$ cat src/rtl/mem_port_arbiter.sv
// Single memory-port arbiter between instruction fetch and load/store.
// Data wins by default; a saturating starvation counter forces a fetch win.
module mem_port_arbiter #(
  parameter int XLEN       = 32,
  parameter int MAX_STARVE = 4
) (
  input  logic              clk_i,
  input  logic              resetn_i,
  input  logic              if_req_i,
  input  logic [XLEN-1:0]   if_addr_i,
  output logic              if_gnt_o,
  output logic              if_rvalid_o,
  output logic [XLEN-1:0]   if_rdata_o,
  input  logic              d_req_i,
  input  logic              d_we_i,
  input  logic [XLEN/8-1:0] d_be_i,
  input  logic [XLEN-1:0]   d_addr_i,
  input  logic [XLEN-1:0]   d_wdata_i,
  output logic              d_gnt_o,
  output logic              d_rvalid_o,
  output logic [XLEN-1:0]   d_rdata_o,
  output logic              m_req_o,
  output logic              m_we_o,
  output logic [XLEN/8-1:0] m_be_o,
  output logic [XLEN-1:0]   m_addr_o,
  output logic [XLEN-1:0]   m_wdata_o,
  input  logic              m_gnt_i,
  input  logic [XLEN-1:0]   m_rdata_i
);

  localparam logic [3:0] MAX_STARVE_C = 4'(MAX_STARVE);

  logic [3:0] starve_cnt_q, starve_cnt_d;
  logic       tag_valid_q, tag_valid_d;
  logic       tag_fetch_q, tag_fetch_d;
  logic       fetch_win_s;
  logic       data_win_s;

  // Winner selection, memory-side mux and same-cycle grants
  always_comb begin
    fetch_win_s = if_req_i && (!d_req_i || (starve_cnt_q == MAX_STARVE_C));
    data_win_s  = d_req_i && !fetch_win_s;
    m_req_o     = 1'b0;
    m_we_o      = 1'b0;
    m_be_o      = {(XLEN/8){1'b0}};
    m_addr_o    = {XLEN{1'b0}};
    m_wdata_o   = {XLEN{1'b0}};
    if (fetch_win_s) begin
      m_req_o  = 1'b1;
      m_be_o   = {(XLEN/8){1'b1}};
      m_addr_o = if_addr_i;
    end else if (data_win_s) begin
      m_req_o   = 1'b1;
      m_we_o    = d_we_i;
      m_be_o    = d_be_i;
      m_addr_o  = d_addr_i;
      m_wdata_o = d_wdata_i;
    end else begin
      m_req_o = 1'b0;
    end
    if_gnt_o = fetch_win_s && m_gnt_i;
    d_gnt_o  = data_win_s && m_gnt_i;
  end

  // Starvation counter and read-owner tag next state
  always_comb begin
    starve_cnt_d = starve_cnt_q;
    if (!if_req_i || if_gnt_o) begin
      starve_cnt_d = 4'd0;
    end else if (m_gnt_i && (starve_cnt_q != MAX_STARVE_C)) begin
      starve_cnt_d = starve_cnt_q + 4'd1;
    end else begin
      starve_cnt_d = starve_cnt_q;
    end
    tag_valid_d = if_gnt_o || (d_gnt_o && !d_we_i);
    tag_fetch_d = if_gnt_o;
  end

  // State flops; reset drops any in-flight response
  always_ff @(posedge clk_i or negedge resetn_i) begin
    if (!resetn_i) begin
      starve_cnt_q <= 4'd0;
      tag_valid_q  <= 1'b0;
      tag_fetch_q  <= 1'b0;
    end else begin
      starve_cnt_q <= starve_cnt_d;
      tag_valid_q  <= tag_valid_d;
      tag_fetch_q  <= tag_fetch_d;
    end
  end

  // Response routing to the tag owner; non-owner data forced to zero
  always_comb begin
    if_rvalid_o = tag_valid_q && tag_fetch_q;
    d_rvalid_o  = tag_valid_q && !tag_fetch_q;
    if_rdata_o  = if_rvalid_o ? m_rdata_i : {XLEN{1'b0}};
    d_rdata_o   = d_rvalid_o ? m_rdata_i : {XLEN{1'b0}};
  end

endmodule
$ cat config.mk
export PLATFORM = sky130hd
export DESIGN_NAME = mem_port_arbiter
export DESIGN_NICKNAME = d
export VERILOG_FILES = /design/src/rtl/mem_port_arbiter.sv
export SDC_FILE = /design/constraint.sdc
export NUM_CORES = 1
export LEC_CHECK = 0
export CORE_AREA = 3 3 107 109
export CTS_CLUSTER_SIZE = 24
export DETAILED_ROUTE_END_ITERATION = 10
export DIE_AREA = 0 0 110 112
export PLACE_DENSITY = 0.63
export SETUP_SLACK_MARGIN = 0.05
export SLEW_MARGIN = 10
export SYNTH_ARGS = -nofsm -noshare
export SYNTH_HDL_FRONTEND = slang
export SYNTH_SLANG_ARGS = --single-unit
$ cat constraint.sdc
create_clock -name clk_i -period 1.81 [get_ports clk_i]
set_input_delay 0.362 -clock clk_i [delete_from_list [all_inputs] [get_ports clk_i]]
set_output_delay 0.362 -clock clk_i [all_outputs]
set_load 0.01 [all_outputs]
==> summary.md <==
| Metric | Value |
|---|---|
| Die X | `110 um` |
| Post-synth top area share | `25.7%` |
| EDFF count, synth | `0` |
| Grt total ovfl | `0` |
| Die ar. | `0.0123 mm^2` |
| Largest area contributor in the netlist | `and3_1` |
| Clock Path Buffers | `2` |
| RSZ-0062 raised after global routing | `true` |
| Max IR drop VDD | `146 uV` |
| Power per Cell Area | `272 mW/mm^2` |
| Cells after synthesis | `232` |
| Post-synth top cells | `66 x and3_1, 35 x nand3_1, 34 x and2_1` |
| RePlAce Congestion | `0.794` |
| Die Y-Extent | `112 um` |
| Leakage power | `2.58 nW` |
| CP Data Arrival Time | `1750 ps` |
| Max-cap viol count | `0` |
| Violated checks | `negative setup slack` |
| Vias per std cell | `4.46` |
| Crit share post-route | `117%` |
| WP data required | `1450 ps` |
| DP Area | `0.00463 mm^2` |
| Hold WC Path Type | `in -> async` |
| Most common cell in the netlist | `and3_1` |
| Iter 0 DRT Violations | `143` |
| Fin. max-slew vios | `0` |
| Synthesis-to-layout area growth | `225%` |
| Residual DRC | `0` |
| R2R depth | `7` |
| Final setup viols | `71` |
| Worst Setup End Kind | `output port` |
| Syn Area/Cell | `6.92 um^2` |
| Routed via count | `3004` |
| GRT Total Usage | `15.9%` |
| Final nets | `676` |
| DR WL/cell | `16.6 um` |
| Core area | `0.0107 mm^2` |
| Power, Total | `0.00142 W` |
| Min Tclk post-route | `2110 ps` |
| CTS Sinks | `6` |
| Largest net degree at the start of global routing | `42` |
| # fillers | `1042` |
| Setup_tns | `-14070 ps` |
| Slew @ Worst Pin | `358 ps` |
| Routed Antenna Nets | `0` |
| PortBufs | `275` |
| Clock root cell | `clkbuf_8` |
| Status | `finished, violations left` |
| CP Class | `reg -> out` |
| Synth cell types | `29` |
| Synth warn | `0` |
| Crit-path max FO | `6` |
| Top_reg_cell synth | `dfrtp_1` |
| Dominant cells by area after synthesis | `and3_1 26%, a21bo_2 15%, and2_1 13%, nand3_1 11%, dfrtp_1 9.3%` |
| Sequential element share of the synthesized area | `9.35%` |
| Row cnt | `38` |
| Num CTS Buffers | `3` |
| H-tree depth | `1` |
| Setup Skew | `4.93 ps` |
| Vias in the first global route | `3040` |
| Final hold violation count | `0` |
| Initial Util | `15.0%` |
| Async set-reset flop share out of synthesis | `100%` |
| Antenna cells | `0` |
| Worst-path clk slew | `40 ps` |
| Ratio of cells with drive above 1 in the final layout | `41.2%` |
| CTS tree | `built` |
| Worst-Skew Late Latency | `230 ps` |
| First-pass GRT wire length | `15.6 mm` |
| # hold bufs at CTS | `0` |
| R2R Setup Slk | `310 ps` |
| First-pass iteration count of the detailed router | `4` |
| Final setup margin | `-303 ps` |
| Fmax | `473 MHz` |
| Startpoint Class | `register` |
| Final instance area | `0.00522 mm^2` |
| IO Pins | `276` |
| Initial antenna violation count | `0` |
| Synthesized area | `0.00161 mm^2` |
| Relative slew slack | `75.9%` |
| Drt total wl | `11.2 mm` |
| Post-place setup slack | `-718 ps` |
| Reg-to-Reg Start | `starve_cnt_q[0]` |
| DP Wirelength | `8.29 mm` |
| Reg-to-Reg End | `starve_cnt_q[2]` |
| Synth Register Bits | `6` |
| Synth Net Count | `372` |
## state kept, by name, indices dropped and copies added (netlist names)
register,cells
starve_cnt_q,4
tag_fetch_q,1
tag_valid_q,1
## routing by layer
metal  part of all wire [%]  vias to the layer above  track usage (%)
met5                      0                        -                0
met4                    1.9                        0             4.66
met3                     12                       17             4.93
met2                     54                      182             31.8
met1                     32                     1367             14.8
li1                       -                     1438                -
## cells in the final DEF (no fill, tap or decap), types with 2 or more instances in the layout
cell type        synthesis  routed
clkdlybuf4s50_1          0     135
buf_6                    1      72
and3_1                  66      42
clkdlybuf4s15_1          0      40
nand3_1                 35      30
and2_1                  34      29
clkbuf_2                 0      27
and3_4                   0      24
buf_4                    3      20
buf_2                    3      18
a21bo_4                  0      16
a21bo_1                  8       8
a21bo_2                 24       8
buf_8                    0       6
nand3_2                  0       5
and2_4                   0       5
buf_12                   0       5
dfrtp_1                  6       5
a21o_1                   4       4
nand2_1                  3       3
clkbuf_8                 0       3
inv_2                    0       2
nor2b_1                  3       2
o21ai_0                  2       2
a21oi_1                  2       2
dlygate4sd2_1            0       2
## stage by stage
| stage | hold WS (ps) | cells | util, % |
|---|---|---|---|
| 2_1_floorplan | 66.4 | 232 | - |
| 3_3_place_gp | 561 | 643 | 43.3 |
| 3_5_place_dp | 577 | 643 | 43.3 |
| 4_1_cts | 408 | 665 | 45.1 |
| 5_1_grt | 418 | 674 | 48.8 |
| 6_report | 401 | 674 | 48.8 |
## area by class of cell
class	instances	area, um^2	share of cell area, %
clock buffer	3	41.3	0.791
inverter	3	11.3	0.216
multi-input combinational	194	1610	30.9
sequential	6	151	2.90
tap	140	175	3.35
timing repair buffer	328	3230	61.9
## repair_timing
action | in CTS | in global routing
gates cloned | 6 | 2
setup endpoints to repair | 138 | 134
buffers inserted | 14 | 10
pin swaps | 8 | 26
gates resized for setup | 350 | 250
## worst max-delay path, stage by stage, from the launching register on
cell,delay [ps]
dfrtp_1,360
inv_2,60
ha_4,160
nand4b_4,140
o21ai_4,100
buf_12,140
buf_8,130
buf_6,120
a21bo_4,200
buf_6,110
## where the power goes
group | total (W) | switching [W] | internal [W]
registers | 0.000143 | 0.00000370 | 0.000139
clock network | 0.000206 | 0.0000627 | 0.000143
logic | 0.00107 | 0.000368 | 0.000705
## worst max-delay path by stage
stage	slack, ps	depth (start not counted)	startpoint	to
after global routing	-370	8	starve_cnt_q[0]	m_addr_o[29]
after CTS	-350	7	starve_cnt_q[1]	m_addr_o[14]
after global placement	-670	6	if_req_i	m_addr_o[8]
after floorplan	80	7	starve_cnt_q[0]	m_addr_o[18]
final	-300	9	starve_cnt_q[1]	m_addr_o[13]
after detailed placement	-720	6	if_req_i	m_addr_o[8]
## cells by family (layout without fill, tap and decap cells)
| family | Yosys count | after routing | synth area share, % |
|---|---|---|---|
| simple gates | 146 | 146 | 54.6 |
| compound gates | 46 | 46 | 25.6 |
| buf+inv | 32 | 334 | 8.88 |
| flops | 6 | 6 | 9.35 |
| fa+ha+maj | 2 | 2 | 1.56 |
Power figures use the tool's default switching activity.
